[src/rtl/sram_arbiter.sv]
// sram_arbiter: two-port arbiter sharing one async SRAM, IDLE->ACCESS->DONE per transaction.
// Define SRAM_ARB_ROUND_ROBIN_EN for round-robin on simultaneous requests; default is port 0 priority.
module sram_arbiter #(
  parameter int WAIT_CYCLES = 2
) (
  input  logic        Clk,
  input  logic        Reset,
  input  logic        req0_rd,
  input  logic        req0_wr,
  input  logic [19:0] req0_addr,
  input  logic [15:0] req0_wdata,
  output logic [15:0] req0_rdata,
  output logic        req0_done,
  input  logic        req1_rd,
  input  logic        req1_wr,
  input  logic [19:0] req1_addr,
  input  logic [15:0] req1_wdata,
  output logic [15:0] req1_rdata,
  output logic        req1_done,
  output logic [19:0] ADDR,
  output logic [15:0] Data_write,
  input  logic [15:0] Data_read,
  output logic        Mem_CE,
  output logic        Mem_OE,
  output logic        Mem_WE,
  output logic        tristate_oe,
  output logic [1:0]  grant,
  output logic        busy
);
  typedef enum logic [1:0] {IDLE, ACCESS, DONE} state_e;
  state_e      state_q, state_d;
  logic [3:0]  cnt_q, cnt_d;
  logic [1:0]  grant_q, grant_d;
  logic        wr_q, wr_d;
  logic [19:0] addr_q, addr_d;
  logic [15:0] wdata_q, wdata_d, rdata0_q, rdata0_d, rdata1_q, rdata1_d;
  logic        r0, r1, pick1, acc;
  assign r0 = req0_rd | req0_wr;
  assign r1 = req1_rd | req1_wr;
`ifdef SRAM_ARB_ROUND_ROBIN_EN
  logic last_q, last_d;
  // last_q set means port 1 owned the previous grant
  assign pick1 = r1 & (~r0 | ~last_q);
`else
  assign pick1 = r1 & ~r0;
`endif
  always_comb begin
    state_d  = state_q;
    cnt_d    = cnt_q;
    grant_d  = grant_q;
    wr_d     = wr_q;
    addr_d   = addr_q;
    wdata_d  = wdata_q;
    rdata0_d = rdata0_q;
    rdata1_d = rdata1_q;
`ifdef SRAM_ARB_ROUND_ROBIN_EN
    last_d   = last_q;
`endif
    if (state_q == IDLE && (r0 | r1)) begin
      state_d = ACCESS;
      cnt_d   = 4'(WAIT_CYCLES - 1);
      grant_d = pick1 ? 2'b10 : 2'b01;
      wr_d    = pick1 ? req1_wr : req0_wr;
      addr_d  = pick1 ? req1_addr : req0_addr;
      wdata_d = pick1 ? req1_wdata : req0_wdata;
`ifdef SRAM_ARB_ROUND_ROBIN_EN
      last_d  = pick1;
`endif
    end else if (state_q == ACCESS) begin
      state_d  = (cnt_q == 4'd0) ? DONE : ACCESS;
      cnt_d    = (cnt_q == 4'd0) ? 4'd0 : cnt_q - 4'd1;
      rdata0_d = (cnt_q == 4'd0 && !wr_q && grant_q[0]) ? Data_read : rdata0_q;
      rdata1_d = (cnt_q == 4'd0 && !wr_q && grant_q[1]) ? Data_read : rdata1_q;
    end else if (state_q == DONE) begin
      state_d = IDLE;
      grant_d = 2'b00;
    end
  end
  always_ff @(posedge Clk) begin
    if (Reset) begin
      state_q  <= IDLE;
      cnt_q    <= 4'd0;
      grant_q  <= 2'b00;
      wr_q     <= 1'b0;
      addr_q   <= 20'd0;
      wdata_q  <= 16'd0;
      rdata0_q <= 16'd0;
      rdata1_q <= 16'd0;
`ifdef SRAM_ARB_ROUND_ROBIN_EN
      last_q   <= 1'b1;
`endif
    end else begin
      state_q  <= state_d;
      cnt_q    <= cnt_d;
      grant_q  <= grant_d;
      wr_q     <= wr_d;
      addr_q   <= addr_d;
      wdata_q  <= wdata_d;
      rdata0_q <= rdata0_d;
      rdata1_q <= rdata1_d;
`ifdef SRAM_ARB_ROUND_ROBIN_EN
      last_q   <= last_d;
`endif
    end
  end
  assign acc         = state_q == ACCESS;
  assign busy        = state_q != IDLE;
  assign grant       = grant_q;
  assign Mem_CE      = ~acc;
  assign Mem_OE      = ~(acc & ~wr_q);
  assign Mem_WE      = ~(acc & wr_q);
  assign tristate_oe = acc & wr_q;
  assign ADDR        = addr_q;
  assign Data_write  = wdata_q;
  assign req0_rdata  = rdata0_q;
  assign req1_rdata  = rdata1_q;
  assign req0_done   = state_q == DONE && grant_q[0];
  assign req1_done   = state_q == DONE && grant_q[1];
endmodule

[config.mk]
export PLATFORM = sky130hd
export DESIGN_NAME = sram_arbiter
export DESIGN_NICKNAME = d
export VERILOG_FILES = /design/src/rtl/sram_arbiter.sv
export SDC_FILE = /design/constraint.sdc
export NUM_CORES = 1
export LEC_CHECK = 0
export ABC_CLOCK_PERIOD_IN_PS = 2300
export BUFFER_PORTS_ARGS = -buffer_cell sky130_fd_sc_hd__buf_2
export CAP_MARGIN = 20
export CORE_MARGIN = 1.5
export CORE_UTILIZATION = 39
export CTS_BUF_LIST = sky130_fd_sc_hd__clkbuf_2 sky130_fd_sc_hd__clkbuf_4 sky130_fd_sc_hd__clkbuf_8
export DETAILED_ROUTE_END_ITERATION = 6
export GPL_TIMING_DRIVEN = 1
export PLACE_DENSITY = 0.71
export SLEW_MARGIN = 20
export SYNTH_ARGS = -nofsm -noshare
export SYNTH_HDL_FRONTEND = slang
export SYNTH_SLANG_ARGS = --single-unit
[constraint.sdc]
create_clock -name Clk -period 2.3 [get_ports Clk]
set_clock_uncertainty 0.05 [all_clocks]
set_input_delay 0.345 -clock Clk [delete_from_list [all_inputs] [get_ports Clk]]
set_output_delay 0.345 -clock Clk [all_outputs]
set_load 0.02 [all_outputs]
==> summary.txt, run 1 <==
Placed design
  – Number of input and output port buffers inserted: 170
  – Setup Slack @ Placement: 0.431 ns
  – Dpl hpwl: 6560 µm
  – Gp weighted congestion: 0.760

Global route
  – Initial antenna violation count: 0
  – Global-route wire length before repair: 14600 µm
  – Remaining global-route overflow: 0
  – Global-route total usage across every layer: 0.210
  – Vias in the first global route: 3186
  – Pin count of the biggest net entering global routing: 37

Worst setup path
  – Critical path startpoint: state_q[1]
  – Critical Path End Type: flop
  – Critical path class: reg2reg
  – Worst Path Arrival: 2.06 ns
  – Kind of start point of the critical path: flop
  – Crit path required time: 2.48 ns
  – Biggest fanout along the worst timing path: 33
  – Worst r2r src: state_q[1]

Yosys
  – Post-synthesis sequential element count: 77
  – Ys flop type: dfxtp_1
  – Distinct cell type count after synthesis: 31
  – Number of instances in the synthesized netlist: 369
  – Combined area of all synthesized cells: 3190 µm²
  – Compound-Gate Fraction of Synth Area: 0.288
  – Synthesized-area fraction occupied by adder cells: 0.0118
  – Xor-xnor portion of the synthesized cell area: 0
  – Number of synthesized flops with an enable pin: 0
  – Mapped Nets: 466
  – Area share of the leading cell type in the synthesized netlist: 0.483
  – Synth async-reset ratio: 0
  – Dominant cell type by area after synthesis: dfxtp_1
  – Most used standard cells in the synthesized netlist: dfxtp_1 (77), a21oi_1 (73), nand2_1 (40), a32oi_1 (36), nand3_1 (33)
  – Number of warning messages in the yosys log: 0
  – Multiplexer area fraction after synthesis: 0
  – Most used standard cell by instance count after synthesis: dfxtp_1
  – Avg Inst Size Synth: 8.65 µm²
  – Synthesized-area fraction occupied by and/or/nand/nor cells: 0.157
  – Main combinational cell family by area after synthesis: compound AO/OA/AOI/OAI gates
  – Biggest area contributors in the synthesized netlist: dfxtp_1 (48%), a21oi_1 (11%), a32oi_1 (9.9%), nand3_1 (5.2%), nand2_1 (4.7%)
  – Sequential element share of the synthesized area: 0.483

Hold path
  – Worst min-delay path category: in2reg
  – Start point of the worst min-delay path: Data_read[1]

STA
  – Finish-stage setup viols: 0
  – Max-slew headroom: 0.592
  – Measured slew at the worst slew-check pin: 0.611 ns
  – Final setup slack of the worst path: 0.420 ns
  – Clock period minus worst slack: 1.88 ns
  – Endpoints failing hold: 0
  – TNS Setup: 0 ns
  – Max Clock Freq: 0.532 GHz
  – RSZ-0062 raised after global routing: false
  – Period utilization: 0.818
  – Final Slew Violations: 0

Job
  – Count of maximum capacitance violations: 0

Detailed routing
  – Via count of the routed design: 3419
  – Starting DRT DRC Count: 109
  – Total wire length after detailed routing: 9160 µm
  – Wirelength per Cell: 14.5 µm
  – Number of nets still failing antenna checks after routing: 0
  – Drt first pass iters: 4
  – Residual DRC count: 0
  – DR vias/cell: 5.41

Clock tree
  – Clk Latency, worst-skew pair: 0.34 ns
  – Resized Gates After CTS: 0
  – Clock Sinks: 77
  – Total CTS buffers: 9
  – Buffer depth of the longest clock path: 2
  – Number of hold-repair buffers added at the cts stage: 0
  – Clock slew seen by the registers of the worst setup and hold paths: 0.09 ns
  – TritonCTS clock tree: yes
  – Clock root buffer: clkbuf_8
  – Total setup buffers inserted after CTS: 0
  – H-tree level count: 3

Power and ir drop
  – Leakage: 1.89 nW
  – Power density cells: 745 nW/µm²
  – Largest vdd supply drop: 344 µV

Layout
  – Number of nets in the layout: 622
  – Layout cells sized above 1: 0.381
  – Fillers: 737
  – Antenna diode count: 0
  – Area Growth Syn to Fin: 35.5%

Die
  – Initial cell density of the core: 0.409
  – DIE HEIGHT: 93.5 µm
  – Placeable core region: 7810 µm²
  – Number of core rows: 32
  – Num ports: 171
  – Full die area: 8740 µm²
  – Die W: 93.5 µm

Run status
  – Run status: finished, final reports clean
[cell families after synthesis]
logic type | after synthesis
buffers and inverters | 41
AND/OR/NAND/NOR | 97
adder cells (fa/ha/maj) | 3
flip-flops | 77
AO/OA/AOI/OAI | 151
[worst max-delay path, cell delays in order (launching register included)]
cell and delay [ns]:
dfxtp_1 0.33, inv_1 0.07, ha_1 0.28, or4b_4 0.69, o21ai_0 0.24, a21oi_1 0.08
[cells in the final DEF, fill, tap and decap left out, drive strengths merged, types with 3 or more instances in the layout]
cell,count
buf,179
a21oi,73
ha,3
nand2,40
nand3,33
nor2b,3
o21a,3
nor2,3
inv,10
o21ai,35
a32oi,36
nor3,4
dfxtp,77
clkbuf,9
[state kept, by name, summed over array words and instances, names as in the netlist]
signal      cells
Data_write     16
req0_rdata     16
wr_q            1
grant           2
cnt_q           4
ADDR           20
state_q         2
req1_rdata     16
[routing by layer]
metal / track usage / vias to the layer above / wire length (µm)
li1: - / 1672 / -
met1: 0.265 / 1568 / 3820
met2: 0.333 / 165 / 4360
met3: 0.0585 / 14 / 816
met4: 0.0896 / 0 / 169
met5: 0 / - / 0
[stage by stage]
| stage | total power [mW] | cells | util | hold slack [ns] | cell area (µm²) |
|---|---|---|---|---|---|
| 6_report | 3.22 | 632 | 0.554 | 0.203 | 4320 |
| 5_1_grt | 3.39 | 632 | 0.554 | 0.186 | 4320 |
| 4_1_cts | 3.26 | 632 | 0.554 | 0.187 | 4320 |
| 3_5_place_dp | 2.21 | 616 | 0.528 | 0.393 | 4120 |
| 3_3_place_gp | 2.20 | 616 | 0.528 | 0.389 | 4120 |
| 2_1_floorplan | 1.94 | 369 | - | 0.416 | 3190 |
[worst paths after layout]
path         slack (ns)  cells past startpoint             to
max reg2reg        0.42                      5  req0_rdata[1]
min reg2reg        0.40                      2       ADDR[10]
max                0.42                      5  req0_rdata[1]
min                0.20                      3  req1_rdata[1]
[where the power goes]
| group | internal, mW | switching, mW |
|---|---|---|
| Clock | 0.514 | 0.530 |
| Combinational | 0.262 | 0.452 |
| Sequential | 1.42 | 0.0478 |
| Total | 2.19 | 1.03 |
[final cells by class]
type	instances	area, µm²	area share
flip-flops and latches	77	1540	0.356
multi-input cells	251	1470	0.340
repair buffers	179	956	0.221
well taps	102	128	0.0295
clock buffers	9	124	0.0286
clock inverters	7	80.1	0.0185
inverters	7	26.3	0.00608
No activity file was read; power rests on OpenSTA's default activity.
==> run 2, diff against run 1 <==
ABC_CLOCK_PERIOD_IN_PS = 1600   (was 2300)
PLACE_DENSITY = 0.74   (was 0.71)
clock period = 1.6 ns   (was 2.3 ns; I/O delays follow)
==> summary.txt, run 2 (synthesis gave the netlist of run 1 again) <==
Global route
  – Global-route wire length before repair: 15200 µm (+4.5%)
  – Vias in the first global route: 3249 (+2.0%)
  – Initial antenna violation count: 0 (unchanged)
  – Global-route total usage across every layer: 0.221 (+0.0110)
  – Remaining global-route overflow: 0 (unchanged)
  – Pin count of the biggest net entering global routing: 39 (+5.4%)

Power and ir drop
  – Portion of total power attributed to sequential cells: 0.413 (-0.041)
  – Largest vdd supply drop: 607 µV (+77%)
  – Share of total power consumed by net switching: 0.334 (+0.0145)
  – Clock Power Share: 0.305 (-0.019)
  – Power density cells: 1000 nW/µm² (+35%)
  – Leakage: 2.14 nW (+13%)
  – Power Internal: 3.39 mW (+55%)
  – P_sw: 1.70 mW (+65%)
  – Relative contribution of combinational cells to total power: 0.282 (+0.060)

Detailed routing
  – DR vias/cell: 5.59 (+3.4%)
  – Number of nets still failing antenna checks after routing: 0 (unchanged)
  – Starting DRT DRC Count: 165 (+51%)
  – Wirelength per Cell: 17.2 µm (+19%)
  – Total wire length after detailed routing: 11400 µm (+25%)
  – Via count of the routed design: 3708 (+8.5%)
  – Drt first pass iters: 5 (+1)
  – Residual DRC count: 0 (unchanged)

Job
  – Count of maximum capacitance violations: 0 (unchanged)

Layout
  – Antenna diode count: 0 (unchanged)
  – Filler-free cell count of the finished design: 663 (+4.9%)
  – Number of nets in the layout: 653 (+5.0%)
  – Most common cell after layout, fill and taps aside: buf_2
  – Area Growth Syn to Fin: 59.2%
  – Commonest non-fill, non-tap cells in the layout: buf_2 (164), dfxtp_1 (75), a21oi_1 (54), nand2_1 (37), o21ai_1 (31)
  – Post-route cell area: 5080 µm² (+18%)
  – Layout cells sized above 1: 0.515 (+0.134)
  – Number of flip-flops under the largest register name: 20 (unchanged)

Run status
  – Violations in the final reports: negative setup slack
  – Run status: finished with violations

Clock tree
  – Clock Sinks: 77 (unchanged)
  – Number of hold-repair buffers added at the cts stage: 0 (unchanged)
  – Clk Latency, worst-skew pair: 0.36 ns (+0.02 ns)
  – TritonCTS clock tree: yes
  – Buffer depth of the longest clock path: 2 (unchanged)
  – Clock root buffer: clkbuf_8
  – H-tree level count: 3 (unchanged)
  – Total CTS buffers: 9 (unchanged)
  – Clock slew seen by the registers of the worst setup and hold paths: 0.09 ns (about the same)

Placed design
  – Placed cells: 627 (+1.8%)
  – Dpl hpwl: 6890 µm (+5.0%)
  – Placed cell areas: 4240 µm² (+2.9%)
  – Gp weighted congestion: 0.804 (+5.8%)
  – Number of input and output port buffers inserted: 170 (unchanged)

STA
  – Final setup slack of the worst path: -0.106 ns (-0.525 ns)
  – Finish-stage setup viols: 33 (+33)
  – Max-slew headroom: 0.512 (-0.0809)
  – Hold WS: 0.0807 ns (-0.122 ns)
  – Period utilization: 1.07
  – Measured slew at the worst slew-check pin: 0.730 ns (+0.119 ns)
  – Endpoints failing hold: 0 (unchanged)
  – Clock period minus worst slack: 1.71 ns
  – TNS Setup: -1.11 ns (-1.11 ns)
  – RSZ-0062 raised after global routing: true
  – Final Slew Violations: 0 (unchanged)
  – Max Clock Freq: 0.586 GHz

Worst setup path
  – Cell with the most instances on the worst path: buf_6
  – Kind of cell adding the most delay to the critical path: flip-flops
  – Largest stage delay on the critical path: 0.33 ns (-0.36 ns)
  – Biggest fanout along the worst timing path: 8 (-76%)
  – Kind of start point of the critical path: flop
  – Crit path cell chain: inv_2 -> ha_4 -> buf_6 -> or2b_1 -> buf_6
  – Critical path class: reg2out
  – Slowest cell on crit path: dfxtp_2
  – Buf/Inv on CP: 3 (+2)
  – Critical Path End Type: output pin
  – Worst Path Arrival: 1.42 ns (-0.64 ns)
  – Crit path required time: 1.31 ns (-1.17 ns)

Die
  – Num ports: 171 (unchanged)
  – Number of core rows: 32 (unchanged)
  – Die W: 93.5 µm (unchanged)
  – Full die area: 8740 µm² (unchanged)
  – Placeable core region: 7810 µm² (unchanged)
  – DIE HEIGHT: 93.5 µm (unchanged)
  – Initial cell density of the core: 0.409 (unchanged)

Hold path
  – Worst min-delay path category: in2reg
-- run 2: cell types whose count changed in the layout (fill, tap and decap cells not counted), moves of 9 or more --
cell and delta:
buf_4 +13, buf_6 +14, nand3_4 +9, a21oi_2 +19, nand3_1 -17, a21oi_1 -19
-- run 2: repair_timing --
action,CTS,global route
buffers inserted,1,9
gates resized for setup,9,81
pin swaps,5,26
cloned,0,10
setup endpoints to repair,44,58
-- run 2: per-layer routing --
layer / global-route usage / vias to the layer above / routed length, µm / part of all wire
met1: 0.256 / 1761 / 4370 / 0.38
met4: 0.0720 / 0 / 212 / 0.019
li1: - / 1750 / - / -
met2: 0.382 / 179 / 5880 / 0.51
met3: 0.0699 / 18 / 961 / 0.084
met5: 0 / - / 0 / 0
-- run 2: power groups by stage --
stage	sequential (mW)	clock, mW	combinational (mW)
2_1_floorplan	2.28	0	0.511
3_3_place_gp	2.13	0	1.07
3_5_place_dp	2.14	0	1.09
4_1_cts	2.10	1.58	1.12
5_1_grt	2.12	1.67	1.52
6_report	2.10	1.55	1.44
-- run 2: worst reg2reg max path, delay by kind of cell (launching register included) --
family,cells,cell delay [ns]
buffers and inverters,5,0.64
flip-flops,1,0.33
AND/OR/NAND/NOR,2,0.29
adder cells (fa/ha/maj),1,0.16
AO/OA/AOI/OAI,1,0.15
-- run 2: worst paths after layout --
path,from,to,slack (ns),depth (start not counted)
worst max-delay path,state_q[1],Mem_OE,-0.11,5
worst min-delay path,Data_read[4],req0_rdata[4],0.08,3
worst max register to register,state_q[1],req0_rdata[12],-0.09,9
worst min register to register,ADDR[17],ADDR[17],0.40,2
-- run 2: per-stage QoR --
stage          utilization  setup WS [ns]  power [mW]
2_1_floorplan            -         0.0175        2.79
3_3_place_gp         0.543        -0.0500        3.20
3_5_place_dp         0.543         -0.104        3.23
4_1_cts              0.574        -0.0797        4.79
5_1_grt              0.651         -0.156        5.31
6_report             0.651         -0.106        5.10
-- run 2: area by class of cell --
class                           count  area [µm²]
Fill cell                         642        2730
Multi-Input combinational cell    254        1840
Sequential cell                    77        1550
Timing Repair Buffer              207        1340
Tap cell                          102         128
Clock buffer                        9         124
Clock inverter                      7        81.3
Inverter                            7        26.3
